**src/rtl/pulse_gen_pkg.sv**
```systemverilog
// Shared types and defaults for the multi-channel pulse generator.
package pulse_gen_pkg;

    // Channel fields are carried at the widest supported counter width so the
    // channel type is fixed; narrower counters zero-extend into it.
    localparam int CNT_W_MAX  = 16;
    localparam int CNT_W_DEF  = 13;
    localparam int PERIOD_DEF = 200;

    typedef struct packed {
        logic                 en;
        logic [CNT_W_MAX-1:0] delay;
        logic [CNT_W_MAX-1:0] width;
    } ch_cfg_t;

    // First counter value past the pulse; one extra bit so delay+width never wraps.
    function automatic logic [CNT_W_MAX:0] pulse_end(input ch_cfg_t c);
        return {1'b0, c.delay} + {1'b0, c.width};
    endfunction

endpackage

```
**src/rtl/pulse_channel.sv**
```systemverilog
// One output channel: shadow/active config, window compare, registered
// output pair and rise/fall strobes.
module pulse_channel
    import pulse_gen_pkg::*;
(
    input  logic                 clk,
    input  logic                 reset,
    input  logic                 en,
    input  logic                 commit,
    input  logic                 wr,
    input  ch_cfg_t              wr_cfg,
    input  logic [CNT_W_MAX-1:0] cnt,
    output logic                 signal,
    output logic                 signal_b,
    output logic                 pwm_set,
    output logic                 pwm_reset
);

    ch_cfg_t shadow;
    ch_cfg_t active;
    ch_cfg_t cfg_nx;
    logic    tgt;

    // A write landing on the commit edge goes straight through to active.
    assign cfg_nx = wr ? wr_cfg : shadow;

    // Pulse window; the counter never exceeds P-1, so the pulse is clipped
    // at the frame end without any explicit period compare.
    assign tgt = active.en & (cnt >= active.delay) & ({1'b0, cnt} < pulse_end(active));

    // Double-buffered channel configuration.
    always_ff @(posedge clk or posedge reset) begin
        if (reset) begin
            shadow <= '0;
            active <= '0;
        end else begin
            shadow <= cfg_nx;
            if (commit)
                active <= cfg_nx;
        end
    end

    // Registered outputs; strobes compare the new target against the
    // current output, so they line up with the output change. With en low
    // everything clears, which also suppresses the fall strobe.
    always_ff @(posedge clk or posedge reset) begin
        if (reset) begin
            signal    <= 1'b0;
            signal_b  <= 1'b0;
            pwm_set   <= 1'b0;
            pwm_reset <= 1'b0;
        end else begin
            signal    <= en & tgt;
            signal_b  <= en & ~tgt;
            pwm_set   <= en & tgt & ~signal;
            pwm_reset <= en & ~tgt & signal;
        end
    end

endmodule

```
**src/rtl/multi_channel_pulse_gen.sv**
```systemverilog
// N-channel pulse generator: programmable frame counter, double-buffered
// period, per-channel delay/width committed at frame boundaries.
module multi_channel_pulse_gen
    import pulse_gen_pkg::*;
#(
    parameter int  N_CH       = 4,
    parameter int  CNT_W      = CNT_W_DEF,
    parameter int  DEF_PERIOD = PERIOD_DEF,
    localparam int CH_W       = (N_CH > 1) ? $clog2(N_CH) : 1
) (
    input  logic             clk,
    input  logic             reset,
    input  logic             en,
    input  logic             period_we,
    input  logic [CNT_W-1:0] period,
    input  logic             cfg_we,
    input  logic [CH_W-1:0]  cfg_ch,
    input  logic [CNT_W-1:0] cfg_delay,
    input  logic [CNT_W-1:0] cfg_width,
    input  logic             cfg_ch_en,
    output logic             frame_tick,
    output logic             cfg_pending,
    output logic [N_CH-1:0]  signal,
    output logic [N_CH-1:0]  signal_b,
    output logic [N_CH-1:0]  PWMset,
    output logic [N_CH-1:0]  PWMreset,
    output logic [CNT_W-1:0] cnt
);

    logic [CNT_W-1:0] period_sh;
    logic [CNT_W-1:0] period_act;
    logic [CNT_W-1:0] period_nx;
    logic [CNT_W-1:0] p_eff;
    logic             wrap;
    logic             commit;
    logic             any_wr;
    logic [N_CH-1:0]  wr_sel;
    ch_cfg_t          wr_cfg;

    assign period_nx = period_we ? period : period_sh;

    // Frames shorter than two cycles are stretched to two.
    assign p_eff = (period_act < CNT_W'(2)) ? CNT_W'(2) : period_act;
    assign wrap  = (cnt >= p_eff - CNT_W'(1));

    // Every edge that lands on cnt==0 commits: the wrap, and every edge
    // while idle, so a restart always runs with the latest config.
    assign commit = ~en | wrap;

    assign wr_cfg     = {cfg_ch_en, CNT_W_MAX'(cfg_delay), CNT_W_MAX'(cfg_width)};
    assign any_wr     = period_we | (|wr_sel);
    assign frame_tick = en & (cnt == '0);

    // Frame counter: 0..P-1 while running, parked at 0 while idle.
    always_ff @(posedge clk or posedge reset) begin
        if (reset)
            cnt <= '0;
        else if (!en || wrap)
            cnt <= '0;
        else
            cnt <= cnt + CNT_W'(1);
    end

    // Double-buffered frame period.
    always_ff @(posedge clk or posedge reset) begin
        if (reset) begin
            period_sh  <= CNT_W'(DEF_PERIOD);
            period_act <= CNT_W'(DEF_PERIOD);
        end else begin
            period_sh <= period_nx;
            if (commit)
                period_act <= period_nx;
        end
    end

    // Pending flag: set by any accepted write, cleared by the commit that
    // absorbs it (a write-through commit never raises it).
    always_ff @(posedge clk or posedge reset) begin
        if (reset)
            cfg_pending <= 1'b0;
        else if (commit)
            cfg_pending <= 1'b0;
        else if (any_wr)
            cfg_pending <= 1'b1;
    end

    for (genvar i = 0; i < N_CH; i++) begin : g_ch
        // Out-of-range channel indices decode to no channel.
        assign wr_sel[i] = cfg_we & (cfg_ch == CH_W'(i));

        pulse_channel u_ch (
            .clk       (clk),
            .reset     (reset),
            .en        (en),
            .commit    (commit),
            .wr        (wr_sel[i]),
            .wr_cfg    (wr_cfg),
            .cnt       (CNT_W_MAX'(cnt)),
            .signal    (signal[i]),
            .signal_b  (signal_b[i]),
            .pwm_set   (PWMset[i]),
            .pwm_reset (PWMreset[i])
        );
    end

endmodule

```
**config.mk**
```make
export PLATFORM = sky130hd
export DESIGN_NAME = multi_channel_pulse_gen
export DESIGN_NICKNAME = d
export VERILOG_FILES = /design/src/rtl/pulse_gen_pkg.sv /design/src/rtl/pulse_channel.sv /design/src/rtl/multi_channel_pulse_gen.sv
export SDC_FILE = /design/constraint.sdc
export NUM_CORES = 1
export LEC_CHECK = 0
export ABC_CLOCK_PERIOD_IN_PS = 32800
export CORE_MARGIN = 4
export CORE_UTILIZATION = 40
export CTS_CLUSTER_DIAMETER = 50
export DETAILED_ROUTE_END_ITERATION = 16
export GPL_ROUTABILITY_DRIVEN = 0
export GPL_TIMING_DRIVEN = 0
export PLACE_DENSITY_LB_ADDON = 0.08
export SLEW_MARGIN = 20
export SYNTH_ARGS = -nofsm -noshare
export SYNTH_HDL_FRONTEND = slang
export SYNTH_SLANG_ARGS = --single-unit
```
**constraint.sdc**
```tcl
create_clock -name clk -period 32.8 [get_ports clk]
set_input_delay 8.2 -clock clk [delete_from_list [all_inputs] [get_ports clk]]
set_output_delay 8.2 -clock clk [all_outputs]
set_load 0.02 [all_outputs]
```
* Yosys cells after proc, flatten, opt, wreduce, memory -nomap -nowiden
Cells that the tools add are included.
Operators by class: add/subtract/negate cells 6, $mul 0, divide/modulo/power cells 0, $lt $le $gt $ge 10, equality and inequality tests 3, shifts and indexed selects 0, multiplexer cells 9, bitwise gates (word level) 40, reduce and logical (&&, ||, !) cells 6
Operators by type and width (count):
- $mux W33 | 4
- $add A16 B16 Y17 | 4
- $lt A13 B17 Y1 | 4
- $ge A13 B16 Y1 | 4
- $mux W13 | 3
- $and A1 B1 Y1 | 29
- $add A13 B1 Y13 const B | 1
- $ge A13 B13 Y1 | 1
- $logic_not A13 Y1 | 1
- $lt A13 B2 Y1 const B | 1
- $sub A13 B1 Y13 const B | 1
- $not A1 Y1 | 9
- $eq A2 B2 Y1 const B | 2
- $reduce_or A4 Y1 | 1
- $eq A2 B1 Y1 const B | 1
- $logic_not A2 Y1 | 1
- $mux W1 | 2
- $or A1 B1 Y1 | 2
- $reduce_bool A2 Y1 | 1
- $logic_not A1 Y1 | 1
- $logic_or A1 B1 Y1 | 1
Word-level totals: flip-flop bits (word level) 320, bits in latches 0, RAM bits 0, bits in read-only memories 0, input port bits 47, output and inout port bits 31, logic and storage cells 118, memories kept 0

* Longest topological paths before layout
Gate-level depths: netlist (run 1).
depth after elaboration 6, gate-level depth with buffers 21, gate-level depth less buffers 18

* Cells and area by module
Synthesis (run 1) repeated with hierarchy kept, for this count alone.
Unflattened totals: cell total of the unflattened synthesis 1604, area, all modules 18032.3 um2
By module, submodules not included:
- pulse_channel (g_ch[1].u_ch ...) | times used 3, cells an instance 349, area an instance 3931.3 um2, seq. area each 1751.7 um2
- pulse_channel (g_ch[0].u_ch) | times used 1, cells an instance 357, area an instance 4006.3 um2, seq. area each 1751.7 um2
- multi_channel_pulse_gen | times used 1, cells an instance 200, area an instance 2232.1 um2, seq. area each 1008.5 um2

* Worst setup path before layout (run 1)
No wires, ideal clock.
path type input-to-output, start point in en, end point out frame_tick, arrival time 8736 ps, required time 24600 ps, slack 15864 ps, cell stages on the path 2, buffers on the path 1, cells stage by stage clkbuf_1 and4_1
On the way: word-level cells in the longest chain between the ends 1
RTL lines:
- start: declaration | line multi_channel_pulse_gen.sv:13 | input logic en,
- $and A1 B1 Y1 | line multi_channel_pulse_gen.sv:52 | assign frame_tick = en & (cnt == '0);
- end: declaration | line multi_channel_pulse_gen.sv:21 | output logic frame_tick,
Every way passes these cells.

* Final worst setup path (run 1)
Ends and elaborated chain as after synthesis.

==> results of run 1 <==
[kinds of logic (layout without fill, tap and decap cells)]
family	Yosys count	count (layout)	synth area share (%)
AOI/OAI and AO/OA	273	273	10.0
xor gates and xnor gates	70	70	3.44
adders and majority gates	184	184	13.1
buffers and inverters	118	271	3.08
DFF	320	320	44.9
muxes	268	268	16.9
other	0	5	0
and+or+nand+nor	286	286	8.57
[critical path, cell delays in order]
cell	delay, ns
clkdlybuf4s50_1	0.53
clkbuf_2	0.46
and4_1	0.32
clkdlybuf4s50_1	0.62
[state kept, by name, summed over array words and instances, names as in the netlist]
| name | cells |
|---|---|
| period_act | 13 |
| g_ch.u_ch.signal | 4 |
| g_ch.u_ch.shadow | 132 |
| g_ch.u_ch.pwm_set | 4 |
| g_ch.u_ch.active | 132 |
| g_ch.u_ch.signal_b | 4 |
| cnt | 13 |
| period_sh | 13 |
| g_ch.u_ch.pwm_reset | 4 |
| cfg_pending | 1 |
[power breakdown]
group / total [mW] / switching, mW / internal [mW] / leakage, nW
clock network: 0.446 / 0.184 / 0.262 / 0.655
registers: 0.555 / 0.0723 / 0.483 / 3.93
logic: 0.706 / 0.388 / 0.319 / 5.06
total: 1.71 / 0.644 / 1.06 / 9.64
[cells in the mapped netlist (15+ instances only)]
cell type and n:
nand2_1 57, a211oi_1 18, and3_1 15, a21o_1 28
inv_1 65, mux2_2 141, xor2_1 41, ha_1 180
nor2_1 49, a21oi_1 87, dfrtp_1 314, and2_1 19
mux2_1 125, o21ai_0 48, nand3_1 38, nand2b_1 20
nor2b_1 21, xnor2_1 29, buf_4 26, clkbuf_1 19
[routing by layer]
metal	wire length [um]	share of wire [%]	up-vias	GRT usage [%]
li1	-	-	5785	-
met1	22600	48	5951	28.3
met2	22100	47	190	33.4
met3	1690	3.6	59	2.66
met4	930	2.0	0	5.06
met5	0	0	-	0
[metrics by stage]
step	cells	power, mW	instance area [um^2]	hold WS [ns]	util [%]
floorplan	1519	1.08	17800	0.440	-
global placement	2188	1.25	19400	0.461	43.9
detailed placement	2191	1.27	19500	0.463	44.1
CTS	2264	1.72	20800	0.478	47.1
global route	2264	1.85	20800	0.486	47.1
finish	2269	1.71	20800	0.475	47.2
[worst max path at each step]
stage | startpoint | to
floorplan | reset | cfg_pending
global placement | reset | g_ch[0].u_ch.shadow[15]
detailed placement | en | frame_tick
CTS | en | frame_tick
global route | en | frame_tick
finish | en | frame_tick
[area by class of cell]
type,count,area [um^2],area share [%]
Antenna cell,5,12.5,0.0601
Buffer,53,308,1.48
Clock buffer,51,1120,5.40
Clock inverter,22,215,1.03
Inverter,65,251,1.21
Multi-Input combinational cell,1081,9290,44.6
Sequential cell,320,8020,38.5
Tap cell,592,741,3.56
Timing Repair Buffer,80,853,4.10
==> flow_summary.toml, run 1 <==
[floorplan]
start_util_pct = 40.4
pin_count = 78
die_y_um = 219
row_count = 77
core_um2 = 44100
die_area_um2 = 48100
die_w_um = 219

[worst_setup_path]
worstPathRequired_ns = 24.60
cp_data_arrival_time_ns = 10.14
timing_worst_setup_path_type = "in2out"
cp_max_fo = 11
worstRegToRegCells = 20
reg2reg_from = "period_act[5]"
startpoint_type = "primary input"
r2r_setup_slack_ns = 27.44
r2r_end = "g_ch[0].u_ch.active[15]"
endpoint_kind = "output port"

[min_path]
min_delay_worst_endpoint = "g_ch[1].u_ch.shadow[14]"
worstHoldPathType = "reg2reg"
hold_depth = 1
hold_start = "g_ch[1].u_ch.shadow[14]"

[synthesis]
synth_area_um2 = 17800
synthArstFlopShare_pct = 100
syn_avg_cell_area_um2 = 11.7
yosysSeqAreaShare_pct = 44.9
synth-seq-cells = 320
yosys.area.top_type = "dfrtp_1"
syn_inst = 1519
synth_edf_count = 0
syn-num-nets = 1750
synth_area_leaders = "dfrtp_1 (44%), ha_1 (13%), mux2_2 (8.9%), mux2_1 (7.9%), a21oi_1 (2.4%)"
yosys_warnings = 0
synth_top_cell_area_share_pct = 44.0
yosysUniqueCellTypes = 72
yosys_most_used_dff = "dfrtp_1"

[cts]
post-cts-setup-buffers = 0
cts_buffers = 41
cts_sinks = 320
htreeDepth = 2
holdBufCountCts = 0
clkTransAtPathRegs_ns = 0.05
clk_path_buf_depth = 3
clk-insertion-delay-late_ns = 0.57
clockRootBuffer = "clkbuf_16"
tritoncts = "done"
cts.repair.resized = 0

[drt]
drtIter0Drc = 764
via_per_inst = 5.28
num_vias = 12000
drc = 0
totalWireLength_um = 47300
drtAntennaViolNets = 0
dr.pass1.iters = 5
drt-wirelength-per-cell_um = 20.9

[sta]
report.final.slew_viol_count = 0
hold_viol = 0
finalCritPeriodShare_pct = 55.9
tightestPinTransition_ns = 1.06
rsz0062_at_grt = "no"
setup_viol = 0
setup_ws_ns = 14.46
relSlewSlack_pct = 29.4
skew_ns = 0.0234
tns_ns = 0
fin_crit_ns = 18.34
fmax_mhz = 54.5

[placed_design]
portBuffers = 77
dp_hpwl_um = 33300
place_ws_ns = 14.38

[global_route]
grt_pass1_vias = 12200
grt_max_degree = 109
grt_pass1_wl_um = 74000
overflow = 0
track_usage_pct = 20.2
antenna_found_initial = 3

[status]
status = "complete, no violations"

[cells_and_area]
area_growth_pct = 16.6
final_net_count = 1873
drive_above_1_share_pct = 16.4
nFillCells = 4136
layout_common_cells = "dfrtp_1 (314), ha_1 (180), mux2_2 (141)"
mostFrequentLayoutCell = "dfrtp_1"

[run]
maxCapViolations = 0

[pwr]
p_leak_nw = 9.64
powerDensity_nw_per_um2 = 82.1
peakVddDrop_mv = 0.0386
(Power assumes the default switching activity.)
==> run 2: changes to the inputs <==
ABC_CLOCK_PERIOD_IN_PS = 18370   (was 32800)
clock period = 18.37 ns   (was 32.8 ns; I/O delays follow)
==> results of run 2 <==
The final DEF is identical to that of run 1. Status: complete, no violations.
Among the figures that moved: setup slack after placement 14.38 ns -> 7.16 ns; setup slack after layout 14.46 ns -> 7.25 ns; register-to-register setup slack 27.44 ns -> 13.01 ns; total power 1.71 mW -> 3.05 mW; worst IR drop on VDD 0.0386 mV -> 0.0689 mV
==> run 3: changes to the inputs <==
ABC_CLOCK_PERIOD_IN_PS = 10500   (was 18370)
clock period = 10.5 ns   (was 18.37 ns; I/O delays follow)
==> run 3 against run 2 <==
Critical path depth unchanged. Non-clock buffer count up 8. Clock power up 73%. First-iteration DRC count down 21%. Combinational power up 75%. Via count up 1.4%. Critical endpoint unchanged. Largest power group unchanged.
==> flow_summary.toml, run 3 (synthesis gave the netlist of run 1 again) <==
[cts]
clockRootBuffer = "clkbuf_16"
post-cts-setup-buffers = 0
clk-insertion-delay-late_ns = 0.57
htreeDepth = 2
cts.repair.resized = 0
clk_path_buf_depth = 3
cts_sinks = 320
cts_buffers = 41
clkTransAtPathRegs_ns = 0.05
tritoncts = "done"
holdBufCountCts = 0

[worst_setup_path]
cpMaxStageDelayCell = "clkdlybuf4s50_1"
worstRegToRegCells = 21
cp_max_fo = 10
timing_worst_setup_path_type = "in2out"
r2r_end = "cnt[5]"
crit_top_cell = "clkdlybuf4s50_1"
startpoint_type = "primary input"
path_cells = "clkdlybuf4s50_1 > clkbuf_2 > and4_1 > clkdlybuf4s50_1"
crit_family = "buffers and inverters"
r2r_setup_slack_ns = 5.09
slowest_delay_ns = 0.61
crit_buf_inv = 3
worstPathRequired_ns = 7.88
endpoint_kind = "output port"
reg2reg_from = "period_act[5]"
cp_data_arrival_time_ns = 4.50

[floorplan]
pin_count = 78
die_area_um2 = 48100
core_um2 = 44100
die_y_um = 219
start_util_pct = 40.4
row_count = 77
die_w_um = 219

[sta]
tns_ns = 0
fmax_mhz = 140
relSlewSlack_pct = 29.3
report.final.slew_viol_count = 0
setup_viol = 0
hold_viol = 0
rsz0062_at_grt = "no"
fin_crit_ns = 7.13
finalCritPeriodShare_pct = 67.9
skew_ns = 0.0242
tightestPinTransition_ns = 1.06

[drt]
drc = 0
drt-wirelength-per-cell_um = 20.9
drtIter0Drc = 605
totalWireLength_um = 47500
drtAntennaViolNets = 0
num_vias = 12200
dr.pass1.iters = 4
via_per_inst = 5.35

[cells_and_area]
final_net_count = 1881
layout_common_cells = "dfrtp_1 (314), ha_1 (180), mux2_2 (141)"
fin_cells = 2270
mostFrequentLayoutCell = "dfrtp_1"
nFillCells = 4117
reg_top3 = "g_ch.u_ch.active: 132 flops, g_ch.u_ch.shadow: 132 flops"
regArea_um2 = 8020
multi_input_area_um2 = 9290
drive_above_1_share_pct = 16.5
area_growth_pct = 17.2

[pwr]
p_leak_nw = 9.70
peakVddDrop_mv = 0.125
powerDensity_nw_per_um2 = 255

[run]
maxCapViolations = 0

[global_route]
track_usage_pct = 20.0
antenna_found_initial = 7
overflow = 0
grt_pass1_wl_um = 72700
grt_max_degree = 35
grt_pass1_vias = 12100

[min_path]
hold_depth = 1
worstHoldPathType = "reg2reg"
hold_start = "g_ch[1].u_ch.shadow[13]"
min_delay_worst_endpoint = "g_ch[1].u_ch.shadow[13]"

[status]
status = "complete, no violations"

[placed_design]
dp.cells = 2199
portBuffers = 77
dp_hpwl_um = 34100
## run 3: cell types whose count changed in the layout (fill, tap and decap cells not counted), moves of 2 or more
cell,change
buf_12,+10
diode_2,-4
clkbuf_1,+4
inv_6,-5
buf_16,-2
clkbuf_8,-2
## run 3: stage by stage
stage | utilization, % | power, mW | hold slack (ns) | setup WS [ns] | cell area, um^2
2_1_floorplan | - | 3.38 | 0.440 | 3.61 | 17900
3_3_place_gp | 43.9 | 3.90 | 0.461 | 1.30 | 19400
3_5_place_dp | 44.4 | 3.97 | 0.464 | 3.35 | 19600
4_1_cts | 47.4 | 5.39 | 0.477 | 3.33 | 20900
5_1_grt | 47.4 | 5.74 | 0.495 | 3.32 | 20900
6_report | 47.4 | 5.33 | 0.472 | 3.37 | 20900
## run 3: where the power goes
group | internal [mW] | switching (mW)
registers | 1.51 | 0.231
logic | 1.00 | 1.21
clock network | 0.818 | 0.558
## run 3: metal layers
layer	GRT usage (%)	routed length (um)
met4	5.75	1330
met2	32.6	22100
met3	3.16	1950
met5	0	0
met1	27.6	22100
## run 3: how the worst max path moves through the flow
stage	startpoint	endpoint	slack, ns	cells after the start
after global routing	en	frame_tick	3.32	4
after global placement	reset	g_ch[0].u_ch.shadow[15]	1.30	2
after CTS	en	frame_tick	3.33	4
after detailed placement	en	frame_tick	3.35	4
final	en	frame_tick	3.37	4
after floorplan	reset	cfg_pending	3.61	1
## run 3: area by class of cell
cell class / count / share of cell area [%]
inverter: 65 / 1.18
antenna: 1 / 0.0120
buffer: 53 / 1.47
tap: 592 / 3.54
timing repair buffer: 88 / 4.77
multi-input combinational: 1081 / 44.4
sequential: 320 / 38.3
clock inverter: 16 / 0.891
clock buffer: 54 / 5.43
